`config.mk`:
```
export PLATFORM = sky130hd
export DESIGN_NAME = spi_master_tx
export DESIGN_NICKNAME = d
export VERILOG_FILES = /design/src/rtl/spi_pkg.sv /design/src/rtl/spi_sync2.sv /design/src/rtl/spi_master_tx.sv
export SDC_FILE = /design/constraint.sdc
export NUM_CORES = 1
export LEC_CHECK = 0
export CORE_MARGIN = 1.5
export CORE_UTILIZATION = 50
export CTS_CLUSTER_SIZE = 28
export DETAILED_ROUTE_END_ITERATION = 10
export GPL_TIMING_DRIVEN = 0
export PLACE_DENSITY = 0.75
export SLEW_MARGIN = 20
export SYNTH_ARGS = -nofsm -noshare
export SYNTH_HDL_FRONTEND = slang
export SYNTH_HIERARCHICAL = 1
export SYNTH_SLANG_ARGS = --single-unit
export TNS_END_PERCENT = 20
```
`constraint.sdc`:
```
create_clock -name clk -period 6 [get_ports clk]
set_input_delay 1.5 -clock clk [delete_from_list [all_inputs] [get_ports clk]]
set_output_delay 1.5 -clock clk [all_outputs]
set_load 0.01 [all_outputs]
```
`src/rtl/spi_pkg.sv`:
```
// Shared types and constants for the SPI mode-0 master: FSM states,
// default timing parameters and the clock-polarity setting.
package spi_pkg;

   typedef enum logic [1:0] {
      IDLE  = 2'd0,
      SETUP = 2'd1,
      XFER  = 2'd2,
      HOLD  = 2'd3
   } state_t;

   localparam int DEF_DATA_WIDTH = 8;
   localparam int DEF_CLK_DIV    = 4;
   localparam int DEF_CS_SETUP   = 4;
   localparam int DEF_CS_HOLD    = 4;

   localparam logic [1:0] SPI_MODE = 2'd0;
   localparam logic       SPI_CPOL = SPI_MODE[1];

   function automatic int max3(input int a, input int b, input int c);
      int m;
      m = (a > b) ? a : b;
      return (m > c) ? m : c;
   endfunction

endpackage

```
`src/rtl/spi_sync2.sv`:
```
// Two-flop synchronizer bringing the asynchronous MISO line into the clk domain.
module spi_sync2 (
   input  logic clk,
   input  logic rst_n,
   input  logic d,
   output logic q
);

   logic meta_r;

   // two-stage resynchronization register chain
   always_ff @(posedge clk or negedge rst_n) begin
      if (!rst_n) begin
         meta_r <= 1'b0;
         q      <= 1'b0;
      end else begin
         meta_r <= d;
         q      <= meta_r;
      end
   end

endmodule

```
`src/rtl/spi_master_tx.sv`:
```
// SPI mode-0 master: shifts tx_data out MSB first on MOSI, samples MISO on
// each SCLK fall and returns the received word with a one-cycle done pulse.
module spi_master_tx
   import spi_pkg::*;
#(
   parameter int DATA_WIDTH = DEF_DATA_WIDTH,
   parameter int CLK_DIV    = DEF_CLK_DIV,
   parameter int CS_SETUP   = DEF_CS_SETUP,
   parameter int CS_HOLD    = DEF_CS_HOLD
) (
   input  logic                  clk,
   input  logic                  rst_n,
   input  logic                  start,
   input  logic [DATA_WIDTH-1:0] tx_data,
   output logic                  busy,
   output logic                  done,
   output logic [DATA_WIDTH-1:0] rx_data,
   output logic                  sclk,
   output logic                  cs,
   output logic                  mosi,
   input  logic                  miso
);

   localparam int CNT_W = $clog2(max3(CLK_DIV, CS_SETUP, CS_HOLD));
   localparam int BIT_W = $clog2(DATA_WIDTH + 1);

   localparam logic [CNT_W-1:0] DIV_LAST   = CNT_W'(CLK_DIV - 1);
   localparam logic [CNT_W-1:0] SETUP_LAST = CNT_W'(CS_SETUP - 1);
   localparam logic [CNT_W-1:0] HOLD_LAST  = CNT_W'(CS_HOLD - 1);
   localparam logic [BIT_W-1:0] BIT_LAST   = BIT_W'(DATA_WIDTH - 1);

   state_t                state_r, state_s;
   logic [CNT_W-1:0]      cnt_r, cnt_s;
   logic [BIT_W-1:0]      bit_r, bit_s;
   logic [DATA_WIDTH-1:0] tx_sh_r, tx_sh_s;
   logic [DATA_WIDTH-1:0] rx_sh_r, rx_sh_s;
   logic [DATA_WIDTH-1:0] rx_data_r, rx_data_s;
   logic                  sclk_r, sclk_s;
   logic                  cs_r, cs_s;
   logic                  mosi_r, mosi_s;
   logic                  busy_r, busy_s;
   logic                  done_r, done_s;
   logic                  miso_s;

   spi_sync2 u_sync (
      .clk   (clk),
      .rst_n (rst_n),
      .d     (miso),
      .q     (miso_s)
   );

   // next-state and next-output decode for the transfer sequencer
   always_comb begin
      state_s   = state_r;
      cnt_s     = cnt_r;
      bit_s     = bit_r;
      tx_sh_s   = tx_sh_r;
      rx_sh_s   = rx_sh_r;
      rx_data_s = rx_data_r;
      sclk_s    = sclk_r;
      cs_s      = cs_r;
      mosi_s    = mosi_r;
      busy_s    = busy_r;
      done_s    = 1'b0;

      case (state_r)
         IDLE: begin
            if (start) begin
               tx_sh_s = tx_data;
               rx_sh_s = '0;
               cnt_s   = '0;
               bit_s   = '0;
               state_s = SETUP;
            end else begin
               state_s = IDLE;
            end
         end
         SETUP: begin
            // cs still high marks the first SETUP cycle: assert cs and present the MSB
            if (cs_r) begin
               cs_s   = 1'b0;
               busy_s = 1'b1;
               mosi_s = tx_sh_r[DATA_WIDTH-1];
               cnt_s  = '0;
            end else if (cnt_r == SETUP_LAST) begin
               sclk_s  = 1'b1;
               cnt_s   = '0;
               state_s = XFER;
            end else begin
               cnt_s = cnt_r + CNT_W'(1);
            end
         end
         XFER: begin
            if (cnt_r == DIV_LAST) begin
               cnt_s = '0;
               if (!sclk_r) begin
                  sclk_s = 1'b1;
               end else begin
                  // falling edge: capture MISO first, then advance MOSI
                  sclk_s  = 1'b0;
                  rx_sh_s = {rx_sh_r[DATA_WIDTH-2:0], miso_s};
                  if (bit_r == BIT_LAST) begin
                     mosi_s  = 1'b0;
                     bit_s   = '0;
                     state_s = HOLD;
                  end else begin
                     tx_sh_s = {tx_sh_r[DATA_WIDTH-2:0], 1'b0};
                     mosi_s  = tx_sh_r[DATA_WIDTH-2];
                     bit_s   = bit_r + BIT_W'(1);
                  end
               end
            end else begin
               cnt_s = cnt_r + CNT_W'(1);
            end
         end
         HOLD: begin
            if (cnt_r == HOLD_LAST) begin
               cs_s      = 1'b1;
               busy_s    = 1'b0;
               done_s    = 1'b1;
               rx_data_s = rx_sh_r;
               cnt_s     = '0;
               // a request in the done cycle chains straight into the next frame
               if (start) begin
                  tx_sh_s = tx_data;
                  rx_sh_s = '0;
                  bit_s   = '0;
                  state_s = SETUP;
               end else begin
                  state_s = IDLE;
               end
            end else begin
               cnt_s = cnt_r + CNT_W'(1);
            end
         end
         default: begin
            state_s = IDLE;
            cnt_s   = '0;
            bit_s   = '0;
            sclk_s  = SPI_CPOL;
            cs_s    = 1'b1;
            mosi_s  = 1'b0;
            busy_s  = 1'b0;
         end
      endcase
   end

   // state, counters, shifters and all registered outputs
   always_ff @(posedge clk or negedge rst_n) begin
      if (!rst_n) begin
         state_r   <= IDLE;
         cnt_r     <= '0;
         bit_r     <= '0;
         tx_sh_r   <= '0;
         rx_sh_r   <= '0;
         rx_data_r <= '0;
         sclk_r    <= SPI_CPOL;
         cs_r      <= 1'b1;
         mosi_r    <= 1'b0;
         busy_r    <= 1'b0;
         done_r    <= 1'b0;
      end else begin
         state_r   <= state_s;
         cnt_r     <= cnt_s;
         bit_r     <= bit_s;
         tx_sh_r   <= tx_sh_s;
         rx_sh_r   <= rx_sh_s;
         rx_data_r <= rx_data_s;
         sclk_r    <= sclk_s;
         cs_r      <= cs_s;
         mosi_r    <= mosi_s;
         busy_r    <= busy_s;
         done_r    <= done_s;
      end
   end

   assign busy    = busy_r;
   assign done    = done_r;
   assign rx_data = rx_data_r;
   assign sclk    = sclk_r;
   assign cs      = cs_r;
   assign mosi    = mosi_r;

endmodule

```
==> metrics.txt, run 1 <==
status=completed; top cells by area, synth=dfrtp_1, mux2_2, ha_1, o31ai_1, mux2i_1; largest net degree at the start of global routing=31; Cells after Synth=165; Slew Viols, Final=0; DR vias=1,363; setup TNS=0 ps; Hold Path Stages=0; #FFs+latches synth=39; global-route wire length before repair=5.97 mm; Fillers=302; final worst-path cycle share=50.9%; clk_lat worst skew=300 ps; Slew Limit Headroom=59.5%; Initial Util=52.3%; CTS Buf Count=5; share of cells above drive strength 1=19.2%; CP Class=in -> reg; area of the multi-input gates=893 um^2; Clock transition at path regs=70 ps; CTS Root Cell=clkbuf_8; total die area=4240 um^2; Die Y=65.1 um; Leakage=1.04 nW; Final Cell Area=2360 um^2; syn_nets=187; grt ovf=0; post-synthesis sequential area ratio=50.6%; critical path required time=6180 ps; post-synthesis cell area=1930 um^2; Iter 0 DRT Violations=39; worst hold path class=reg -> reg; clk buf depth=2; drt drc=0; maximum clock frequency=328 MHz; final core occ=63.9%; post-synth top area share=49.3%; PD cells=514 nW/um^2; CTS tree=done; Die Wd=65.1 um; CP arrival=3230 ps; Yosys cell types=30; Inserted Diodes=0; worst vdd ir=270 uV; area leader, netlist=dfrtp_1; worst clock skew=5.33 ps; initial antenna violation count=0; drt wl/cell=14.7 um; yosys warns=6; post-CTS sizing=0; FP Rows=22; GRT Util Overall=18.8%; nature of the critical path endpoint=flop; worst setup margin=2950 ps; reg-to-reg slack, setup=3730 ps; Final HPWL DP=2.59 mm; Vias/cell=5.54; Worst-Margin Slew=603 ps; Post-CTS Setup Bufs=0; area post-placement=2250 um^2; Syn Area/Cell=11.7 um^2; hold_buf cts=0; RD Place Congestion=0.865; Total Power=1.21 mW; RSZ-0062 raised after global routing=no; clock sinks=39; Max-Cap Viols=0; Area Overhead vs Synth=22.2%; Core ar.=3690 um^2; final setup vio count=0; sequential cell area=977 um^2; vias in the first global route=1,303; I/O Pins=25; Setup crit start kind=input port; final hold violations=0; Port Buffers=24; DR pass1 iterations=4; routed wire length=3.61 mm; Nets=219; Antenna Violating Nets Remaining=0; htree depth=2; dpl ws=2610 ps; fin crit period=3050 ps; Critical Path Fanout Max=8; FF-to-FF path depth=6
==> critical path: stages <==
cell	delay [ps]
clkdlybuf4s50_1	540
mux2i_1	180
nor4_4	610
mux2_2	400
==> cell families after synthesis <==
| logic type | Yosys count | synth area share [%] |
|---|---|---|
| buffers and inverters | 15 | 3.11 |
| flip-flops | 39 | 50.6 |
| adder cells (fa/ha/maj) | 10 | 6.48 |
| AO/OA/AOI/OAI | 34 | 11.7 |
| multiplexers | 31 | 17.6 |
| AND/OR/NAND/NOR | 36 | 10.4 |
==> sequential cells by signal, indices dropped and copies added (netlist names) <==
signal and flops:
rx_sh_r 8, sclk 1, mosi 1, state_r 2
rx_data 8, u_sync/q 1, done 1, cs 1
u_sync/meta_r 1, bit_r 4, tx_sh_r 8, busy 1
cnt_r 2
==> power by group <==
| group | leakage (nW) | switching, mW | internal [mW] | total, mW |
|---|---|---|---|---|
| logic | 0.487 | 0.283 | 0.285 | 0.568 |
| registers | 0.497 | 0.0661 | 0.359 | 0.425 |
| clock network | 0.0581 | 0.0944 | 0.124 | 0.218 |
==> synthesized netlist by cell type <==
| cell type | count |
|---|---|
| ha_1 | 10 |
| or3_1 | 1 |
| a221oi_1 | 1 |
| nor3b_1 | 1 |
| nand2_1 | 17 |
| o31ai_1 | 12 |
| nor2_1 | 3 |
| buf_4 | 1 |
| o21ba_2 | 1 |
| o22ai_1 | 1 |
| a221o_1 | 1 |
| and4b_1 | 1 |
| mux2i_1 | 7 |
| o21ai_0 | 14 |
| nand2b_1 | 1 |
| nor4_1 | 1 |
| nor3_1 | 1 |
| a31oi_1 | 1 |
| nor2b_1 | 6 |
| and3b_1 | 1 |
| dfrtp_1 | 38 |
| dfstp_2 | 1 |
| a211oi_1 | 1 |
| nand4b_1 | 2 |
| nor4_4 | 1 |
| mux2_2 | 24 |
| inv_1 | 7 |
| clkbuf_1 | 7 |
| a2bb2oi_1 | 1 |
| o41ai_1 | 1 |
==> final timing paths <==
path | startpoint | end
setup / recovery | start | tx_sh_r[5]
hold / removal | u_sync/meta_r | u_sync/q
setup reg to reg | state_r[0] | tx_sh_r[5]
hold reg to reg | u_sync/meta_r | u_sync/q
max in group asynchronous | rst_n | tx_sh_r[7]
min in group asynchronous | rst_n | rx_data[6]
==> placed cells by master (no fill, tap or decap), drive strengths merged, types with 2 or more instances in the layout <==
| cell | synthesis | routed |
|---|---|---|
| clkdlybuf4s50 | 0 | 23 |
| nand4b | 2 | 2 |
| nor4 | 2 | 2 |
| mux2i | 7 | 7 |
| buf | 1 | 3 |
| mux2 | 24 | 24 |
| dfrtp | 38 | 38 |
| ha | 10 | 10 |
| inv | 7 | 7 |
| nand2 | 17 | 17 |
| nor2b | 6 | 6 |
| clkinv | 0 | 2 |
| o31ai | 12 | 12 |
| clkbuf | 7 | 12 |
| o21ai | 14 | 14 |
| nor2 | 3 | 3 |
==> final cells by class <==
class / count / area share, %
Multi-Input combinational cell: 111 / 37.9
Timing Repair Buffer: 25 / 10.8
Tap cell: 48 / 2.55
Buffer: 8 / 1.43
Inverter: 7 / 1.11
Clock inverter: 3 / 1.86
Clock buffer: 5 / 2.92
Sequential cell: 39 / 41.4
==> stage by stage <==
stage | hold WS [ps] | cells
after global placement | 340 | 237
after floorplan | 331 | 165
after global routing | 375 | 246
after CTS | 363 | 246
final | 355 | 246
after detailed placement | 346 | 238
==> per-layer routing <==
| layer | track usage, % | up-vias | routed length [um] |
|---|---|---|---|
| li1 | - | 657 | - |
| met1 | 22.2 | 672 | 1550 |
| met2 | 32.3 | 27 | 1850 |
| met3 | 5.14 | 7 | 145 |
| met4 | 7.81 | 0 | 59 |
| met5 | 0 | - | 0 |
Note: power is estimated with default switching activity, not from simulation.
==> run 2, diff against run 1 <==
==> constraint.sdc (replaced) <==
create_clock -name clk -period 2.9 [get_ports clk]
set_input_delay 0.725 -clock clk [delete_from_list [all_inputs] [get_ports clk]]
set_output_delay 0.725 -clock clk [all_outputs]
set_load 0.01 [all_outputs]
==> results of run 2 <==
Same layout as run 1 (identical final DEF). Status: completed.
Among the figures that moved: setup slack after placement 2610 ps -> 284 ps; clock-pin slew on the worst setup and hold paths 70 ps -> 80 ps; setup slack after layout 2950 ps -> 622 ps; hold slack 355 ps -> 279 ps; register-to-register setup slack 3730 ps -> 630 ps; total power 1.21 mW -> 2.51 mW; worst IR drop on VDD 270 uV -> 559 uV
==> RTL change: new RTL, settings of run 2 <==
The output `done` loses its register stage (`done_r` becomes a continuous assignment).
--- a/src/rtl/spi_master_tx.sv
+++ b/src/rtl/spi_master_tx.sv
@@ -158,7 +158,6 @@
          cs_r      <= 1'b1;
          mosi_r    <= 1'b0;
          busy_r    <= 1'b0;
-         done_r    <= 1'b0;
       end else begin
          state_r   <= state_s;
          cnt_r     <= cnt_s;
@@ -170,9 +169,10 @@
          cs_r      <= cs_s;
          mosi_r    <= mosi_s;
          busy_r    <= busy_s;
-         done_r    <= done_s;
       end
    end
+
+   assign done_r = done_s;
 
    assign busy    = busy_r;
    assign done    = done_r;
Check against the original RTL: same outputs for any inputs over 10 cycles, from zero or initial values and one cycle with rst_n low; that may be too few to reach the edited logic, so the function may still have changed.
==> RTL change against run 2 <==
- sequential cell count is 1 lower
- maximum frequency is 14% lower
- power is 5.8% lower
- design area is 2.5% lower
- wire length is 6.2% lower
- final cell count is 0.81% lower
- die area is 1.2% lower
- register-to-register slack better by 20 ps
- area after synthesis is 1.3% lower
- global-route usage is 0.34 points lower
- setup slack worse by 370 ps
- non-clock buffer count stayed put
- critical path type is now flip-flop to output port
==> RTL change: results <==
[global_route]
grt_pass1_wl_mm = 5.892
grt_max_degree = 27
grt_pass1_vias = 1311
antenna_found_initial = 0
grtUsageTotal_pct = 18.44

[worst_setup_path]
arrival_ps = 1920
worstSetupStartpoint = cnt_r[0]$_DFFE_PN0P_
r2r-start = state_r[0]$_DFFE_PN0P_
cp_max_fo = 9

[place]
place_congestion = 0.8221
dp_hpwl_mm = 2.513
io_buffers = 24
dp_slack_ps = 324.2

[route]
drt_iter0_markers = 43
drt_wl_total_mm = 3.385
first_pass_iters = 4
routed_via_density = 5.398

[finish]
num-nets-final = 218
diodes = 0
layout-drive-gt1-share_pct = 18.88
nFillCells = 297

[sta]
tightest_slew_ps = 585.6
finalClockSkew_ps = 11.61

[synth]
synth_fp_nets = 186
synth_cell_type_count = 30
yosysWarnings = 6
synth_common_cells = 37 x dfrtp_1, 24 x mux2_2, 17 x nand2_1
synthArstFlopShare_pct = 100.0
synthTopCellsByArea = dfrtp_1 49%, mux2_2 14%, ha_1 6.6%, o31ai_1 4.7%, mux2i_1 3.7%
seq_area_frac_synth_pct = 49.97
yosysTopAreaCellShare_pct = 48.59
ys.flop_type = dfrtp_1

[clock_network]
htreeDepth = 2
cts_setup_buffers = 0
cts-resized-gates = 0
clkTransAtPathRegs_ps = 70
numCtsBuffers = 5
clock_path_buffers = 2
cts_root_buf = clkbuf_8
insertion_delay_ps = 290

[power]
leakagePower_uw = 0.001014
peakVddDrop_v = 0.0005746

[min_path]
hp-class = input port to asynchronous set/reset pin

[run_status]
status = complete, no violations
## RTL change: path summary, 6_finish.rpt
path	endpoint	slack, ps	cells past startpoint
worst max-delay path	done	250	4
worst min-delay path	tx_sh_r[7]$_DFFE_PN0P_	320	1
worst max register to register	tx_sh_r[2]$_DFFE_PN0P_	650	6
worst min register to register	u_sync/q$_DFF_PN0_	350	0
max in group asynchronous	cs$_DFFE_PN1P_	2070	2
min in group clk	u_sync/q$_DFF_PN0_	350	0
## RTL change: worst max-delay path, stage by stage, from the launching register on
cell and delay, ps:
dfrtp_1 410, ha_1 290, nand2_1 290, inv_1 110
clkdlybuf4s50_1 530
## RTL change: cells by family (layout without fill, tap and decap cells)
| logic type | count (synthesis) | in the layout | synth area share (%) |
|---|---|---|---|
| simple gates | 36 | 36 | 10.57 |
| flops | 38 | 38 | 49.97 |
| fa+ha+maj | 10 | 10 | 6.566 |
| buf+inv | 15 | 47 | 3.152 |
| mux | 31 | 31 | 17.86 |
| compound gates | 34 | 34 | 11.89 |
## RTL change: where the power goes
part           internal, uW  switching [uW]
logic                   588             565
registers               729             137
clock network           161             178
total                  1480             881
## RTL change: cell type report
class | count | share of cell area, %
Buffer | 8 | 1.469
Clock buffer | 5 | 2.992
Inverter | 7 | 1.143
Clock inverter | 2 | 0.4353
Multi-Input combinational cell | 111 | 38.85
Tap cell | 48 | 2.612
Timing Repair Buffer | 25 | 11.10
Sequential cell | 38 | 41.40
## RTL change: routing by layer
| metal | global-route usage [%] | up-vias | wire, um |
|---|---|---|---|
| li1 | - | 652 | - |
| met1 | 23.91 | 630 | 1564 |
| met2 | 30.03 | 30 | 1642 |
| met3 | 3.125 | 5 | 117 |
| met4 | 8.777 | 0 | 61 |
| met5 | 0 | - | 0 |
## RTL change: stage by stage
stage | hold WS (ps) | instances | instance area, sq um | power, uW
finish | 316.4 | 244 | 2300 | 2359
global placement | 334.7 | 236 | 2206 | 1985
CTS | 319.1 | 244 | 2300 | 2384
floorplan | 331.2 | 164 | 1906 | 1671
detailed placement | 337.1 | 237 | 2221 | 2040
global route | 333.8 | 244 | 2300 | 2548
